===== config.mk =====
export PLATFORM = sky130hd
export DESIGN_NAME = pll_reset_sequencer
export DESIGN_NICKNAME = d
export VERILOG_FILES = /design/src/rtl/pll_reset_sequencer.sv
export SDC_FILE = /design/constraint.sdc
export NUM_CORES = 1
export LEC_CHECK = 0
export BUFFER_PORTS_ARGS = -buffer_cell sky130_fd_sc_hd__buf_2
export CORE_MARGIN = 2
export CORE_UTILIZATION = 55
export DETAILED_ROUTE_END_ITERATION = 10
export HOLD_SLACK_MARGIN = 0.06
export PLACE_DENSITY = 0.82
export SLEW_MARGIN = 20
export SYNTH_ARGS = -nofsm -noshare
export SYNTH_HDL_FRONTEND = slang
export SYNTH_SLANG_ARGS = --single-unit

===== constraint.sdc =====
create_clock -name clk -period 4.9 [get_ports clk]
set_input_delay 0.245 -clock clk [delete_from_list [all_inputs] [get_ports clk]]
set_output_delay 0.245 -clock clk [all_outputs]
set_load 0.1 [all_outputs]

===== src/rtl/pll_reset_sequencer.sv =====
// rtl/pll_reset_sequencer.sv - qualifies PLL lock and sequences the synchronous design reset
module pll_reset_sequencer #(
    parameter int LOCK_CYCLES = 1024,
    parameter int HOLD_CYCLES = 16,
    parameter int LOSS_FILTER = 2,
    parameter int COUNT_WIDTH = 8
) (
    input  logic                   clk,
    input  logic                   reset,
    input  logic                   locked,
    input  logic                   lost_clear,
    output logic                   sys_reset,
    output logic                   ready,
    output logic                   lock_lost,
    output logic [COUNT_WIDTH-1:0] relock_count
);

    localparam int MAX_LH = (LOCK_CYCLES > HOLD_CYCLES) ? LOCK_CYCLES : HOLD_CYCLES;
    localparam int MAX_C  = (MAX_LH > LOSS_FILTER) ? MAX_LH : LOSS_FILTER;
    localparam int CW     = $clog2(MAX_C + 1);

    localparam logic [CW-1:0]          LOCK_LAST = CW'(LOCK_CYCLES - 1);
    localparam logic [CW-1:0]          HOLD_LAST = CW'(HOLD_CYCLES - 1);
    localparam logic [CW-1:0]          LOSS_LAST = CW'(LOSS_FILTER - 1);
    localparam logic [COUNT_WIDTH-1:0] RELOCK_MAX = {COUNT_WIDTH{1'b1}};

    typedef enum logic [1:0] {
        ST_WAIT_LOCK = 2'd0,
        ST_HOLD      = 2'd1,
        ST_RUN       = 2'd2
    } state_t;

    state_t                 state_q, state_d;
    logic [CW-1:0]          cnt_q, cnt_d;
    logic                   sync1_q, sync2_q;
    logic                   sys_reset_q, sys_reset_d;
    logic                   lock_lost_q, lock_lost_d;
    logic [COUNT_WIDTH-1:0] relock_q, relock_d;
    logic                   loss_event;
    logic                   locked_s;

    assign locked_s = sync2_q;

    always_comb begin
        state_d    = state_q;
        cnt_d      = cnt_q;
        loss_event = 1'b0;
        case (state_q)
            ST_WAIT_LOCK: begin
                if (!locked_s) begin
                    cnt_d = '0;
                end else if (cnt_q == LOCK_LAST) begin
                    state_d = ST_HOLD;
                    cnt_d   = '0;
                end else begin
                    cnt_d = cnt_q + CW'(1);
                end
            end
            ST_HOLD: begin
                // Any low sample here restarts qualification without counting as a loss.
                if (!locked_s) begin
                    state_d = ST_WAIT_LOCK;
                    cnt_d   = '0;
                end else if (cnt_q == HOLD_LAST) begin
                    state_d = ST_RUN;
                    cnt_d   = '0;
                end else begin
                    cnt_d = cnt_q + CW'(1);
                end
            end
            ST_RUN: begin
                if (locked_s) begin
                    cnt_d = '0;
                end else if (cnt_q == LOSS_LAST) begin
                    state_d    = ST_WAIT_LOCK;
                    cnt_d      = '0;
                    loss_event = 1'b1;
                end else begin
                    cnt_d = cnt_q + CW'(1);
                end
            end
            default: begin
                state_d = ST_WAIT_LOCK;
                cnt_d   = '0;
            end
        endcase

        // A loss on the same edge as lost_clear keeps the flag set.
        if (loss_event) begin
            lock_lost_d = 1'b1;
        end else if (lost_clear) begin
            lock_lost_d = 1'b0;
        end else begin
            lock_lost_d = lock_lost_q;
        end

        relock_d = relock_q;
        if (loss_event && (relock_q != RELOCK_MAX)) begin
            relock_d = relock_q + COUNT_WIDTH'(1);
        end

        sys_reset_d = (state_d != ST_RUN);
    end

    always_ff @(posedge clk) begin
        if (reset) begin
            state_q     <= ST_WAIT_LOCK;
            cnt_q       <= '0;
            sync1_q     <= 1'b0;
            sync2_q     <= 1'b0;
            sys_reset_q <= 1'b1;
            lock_lost_q <= 1'b0;
            relock_q    <= '0;
        end else begin
            state_q     <= state_d;
            cnt_q       <= cnt_d;
            sync1_q     <= locked;
            sync2_q     <= sync1_q;
            sys_reset_q <= sys_reset_d;
            lock_lost_q <= lock_lost_d;
            relock_q    <= relock_d;
        end
    end

    assign sys_reset    = sys_reset_q;
    assign ready        = ~sys_reset_q;
    assign lock_lost    = lock_lost_q;
    assign relock_count = relock_q;

endmodule


==> impl_metrics.env <==
export IMPL_post_drt_via_cell_ratio=5.30
export IMPL_htreeDepth=1
export IMPL_netlist_cell_type_count=33
export IMPL_power_density_mw_per_mm2=233
export IMPL_synth_area_leader_cell="dfxtp_1"
export IMPL_cts_tree="built"
export IMPL_worst_slew_pin_slew_ps=493
export IMPL_crit_reg2reg_launch="cnt_q[0]"
export IMPL_cts_buffers=3
export IMPL_hold_buffers=0
export IMPL_finalPower_uw=301
export IMPL_hold_path_class="input pin to register"
export IMPL_fin_worst_skew_ps=2.50
export IMPL_wire_per_inst_um=12.3
export IMPL_criticalPathCategory="register to register"
export IMPL_fp_row_count=16
export IMPL_die_h_um=50.1
export IMPL_final_util=0.651
export IMPL_netlist_area_mm2=0.00117
export IMPL_post_cts_setup_buffers=0
export IMPL_cts_resized=0
export IMPL_ir_drop_v=0.000131
export IMPL_grt_usage=0.196
export IMPL_async_flop_share=0
export IMPL_p_leak_uw=0.000468
export IMPL_nNetsFinal=153
export IMPL_clock_latency_ps=310
export IMPL_yosysMostFrequentCell="dfxtp_1"
export IMPL_antenna_found_initial=0
export IMPL_crit_path_max_fanout=7
export IMPL_arrival_ps=2010
export IMPL_post_route_min_period_ps=1810
export IMPL_clk_pin_slew_worst_paths_ps=130
export IMPL_drc_errors=0
export IMPL_vias=912
export IMPL_clock_sinks=25
export IMPL_ys_dominant_reg_cell="dfxtp_1"
export IMPL_drtPass1Iterations=4
export IMPL_pin_count=15
export IMPL_path_cells="ha_1 > and3_1 > o22ai_1 > o21bai_1 > o31a_1 > nor2_1"
export IMPL_slew_limit_headroom=0.674
export IMPL_worstSetupEndpoint="cnt_q[4]"
export IMPL_tns_ps=0
export IMPL_cp_start_kind="register"
export IMPL_num_antenna_cells=0
export IMPL_r2r_cells=6
export IMPL_post_dp_hpwl_um=1550
export IMPL_synth_area_leaders="dfxtp_1 43%, nor2_1 7.1%, xnor2_1 6.8%"
export IMPL_synth_edf_count=0
export IMPL_grt_pass1_vias=872
export IMPL_root_buffer="clkbuf_4"
export IMPL_period_share=0.368
export IMPL_routed_wl_um=2120
export IMPL_die_width_um=50.1
export IMPL_syn_instance_count=129
export IMPL_max_stage_delay_ps=410
export IMPL_grt_ovfl_total=0
export IMPL_setup_viol=0
export IMPL_dieArea_mm2=0.00251
export IMPL_min_path_cells=2
export IMPL_ff2ff_setup_slack_ps=3090
export IMPL_drive_above_1_share=0.172
export IMPL_crit_path_start="cnt_q[0]"
export IMPL_outcome="finished clean"
export IMPL_area_delta_synth_final_pct=10.5
export IMPL_drtIter0Drc=7
export IMPL_finalHoldViolCount=0
export IMPL_n_fill_cell=162
export IMPL_coreArea_mm2=0.00198
export IMPL_timing_rr_end="cnt_q[4]"
export IMPL_synth_top_area_share=0.429
export IMPL_required_ps=5100
export IMPL_final_max_slew_violation_count=0
export IMPL_syn_avg_cell_area_um2=9.05
export IMPL_synth_fp_nets=136
export IMPL_ant_nets=0
export IMPL_grt_max_degree=17
export IMPL_gp_congestion=0.753
export IMPL_start_util=0.589
export IMPL_ys_seq_area_frac=0.429
export IMPL_synth_seq_cells=25
export IMPL_grt_setup_unrepaired="false"
export IMPL_numPortBuffers=14
export IMPL_yosys_warnings=0
export IMPL_synth_commonest_cells="25 x dfxtp_1, 22 x nor2_1, 9 x xnor2_1"
export IMPL_worstSetupEndpointType="register"
export IMPL_grt_pass1_wl_um=3760
export IMPL_maxCapViolations=0
export IMPL_fmax_mhz=554
export IMPL_cp_slowest_cell="dfxtp_1"
export IMPL_clk_path_buf_depth=2
## power breakdown
| group | total [uW] | internal (uW) | switching, uW | leakage [uW] |
|---|---|---|---|---|
| Combinational | 6.71 | 2.79 | 3.91 | 0.000251 |
| Clock | 89.4 | 31.8 | 57.6 | 0.0000150 |
| Sequential | 205 | 204 | 0.818 | 0.000202 |
| Total | 301 | 239 | 62.4 | 0.000468 |
## metrics by stage
step	area [um2]	hold WS, ps	setup WS (ps)	std cells
2_1_floorplan	1170	317	2740	129
3_3_place_gp	1260	422	3220	168
3_5_place_dp	1260	444	3120	168
4_1_cts	1290	132	3080	172
5_1_grt	1290	154	2910	172
6_report	1290	132	3090	172
## state kept, by name (all words and copies together), names as in the netlist
signal,cells
cnt_q,11
lock_lost,1
locked_s,1
relock_count,8
state_q,2
sync1_q,1
sys_reset,1
## kinds of logic (layout without fill, tap and decap cells)
family	Yosys count	after routing	synth area share
adders and majority gates	3	3	0.0322
DFF	25	25	0.429
xor gates and xnor gates	14	14	0.105
AOI/OAI and AO/OA	14	14	0.0761
and+or+nand+nor	66	66	0.335
buffers and inverters	7	23	0.0225
## worst max-delay path, delay by kind of cell (launching register included)
family	cells	cell delay, ps
AO/OA/AOI/OAI	3	690
flip-flops	1	410
AND/OR/NAND/NOR	2	390
adder cells (fa/ha/maj)	1	200
## area by class of cell
| type | instances | area (um2) | area share |
|---|---|---|---|
| Multi-Input combinational cell | 97 | 641 | 0.497 |
| Sequential cell | 25 | 500 | 0.388 |
| Timing Repair Buffer | 14 | 70.1 | 0.0543 |
| Tap cell | 27 | 33.8 | 0.0262 |
| Clock buffer | 4 | 26.3 | 0.0204 |
| Inverter | 5 | 18.8 | 0.0145 |
## routing by layer
layer  GRT usage  vias up  part of all wire
met5           0        -                 0
met4      0.0787        0            0.0090
met3      0.0394        2             0.040
met2       0.329       16              0.49
met1       0.243      418              0.46
li1            -      476                 -
## layout by cell type, fill, tap and decap left out
cell | netlist | routed
nor3_1 | 5 | 5
and4_2 | 1 | 1
nor2b_1 | 6 | 6
nand4_1 | 4 | 4
nand2b_1 | 3 | 3
clkbuf_1 | 2 | 1
buf_2 | 0 | 14
nand3b_1 | 1 | 1
a211oi_1 | 1 | 1
xor2_1 | 5 | 5
xnor2_1 | 9 | 9
nor3b_2 | 1 | 1
and3_1 | 1 | 1
nor4_2 | 1 | 1
a21oi_1 | 4 | 4
o22ai_1 | 2 | 2
nor3b_1 | 1 | 1
nand4_4 | 1 | 1
nor3_2 | 1 | 1
o21ai_0 | 3 | 3
nor4_4 | 1 | 1
nand3_1 | 8 | 8
o32a_1 | 1 | 1
and2b_1 | 1 | 1
nor4b_2 | 1 | 1
ha_1 | 3 | 3
o31a_1 | 1 | 1
nand2_1 | 6 | 6
inv_1 | 5 | 5
a22oi_1 | 1 | 1
or3b_2 | 1 | 1
nor2_1 | 22 | 22
clkbuf_4 | 0 | 3
dfxtp_1 | 25 | 25
o21bai_1 | 1 | 1
## worst min-delay path by stage
stage                     startpoint        to  slack [ps]
after floorplan                reset  locked_s         320
after global placement       sync1_q  locked_s         420
after detailed placement     sync1_q  locked_s         440
after CTS                     locked   sync1_q         130
after global routing          locked   sync1_q         150
final                         locked   sync1_q         130
No activity file was read; power rests on OpenSTA's default activity.
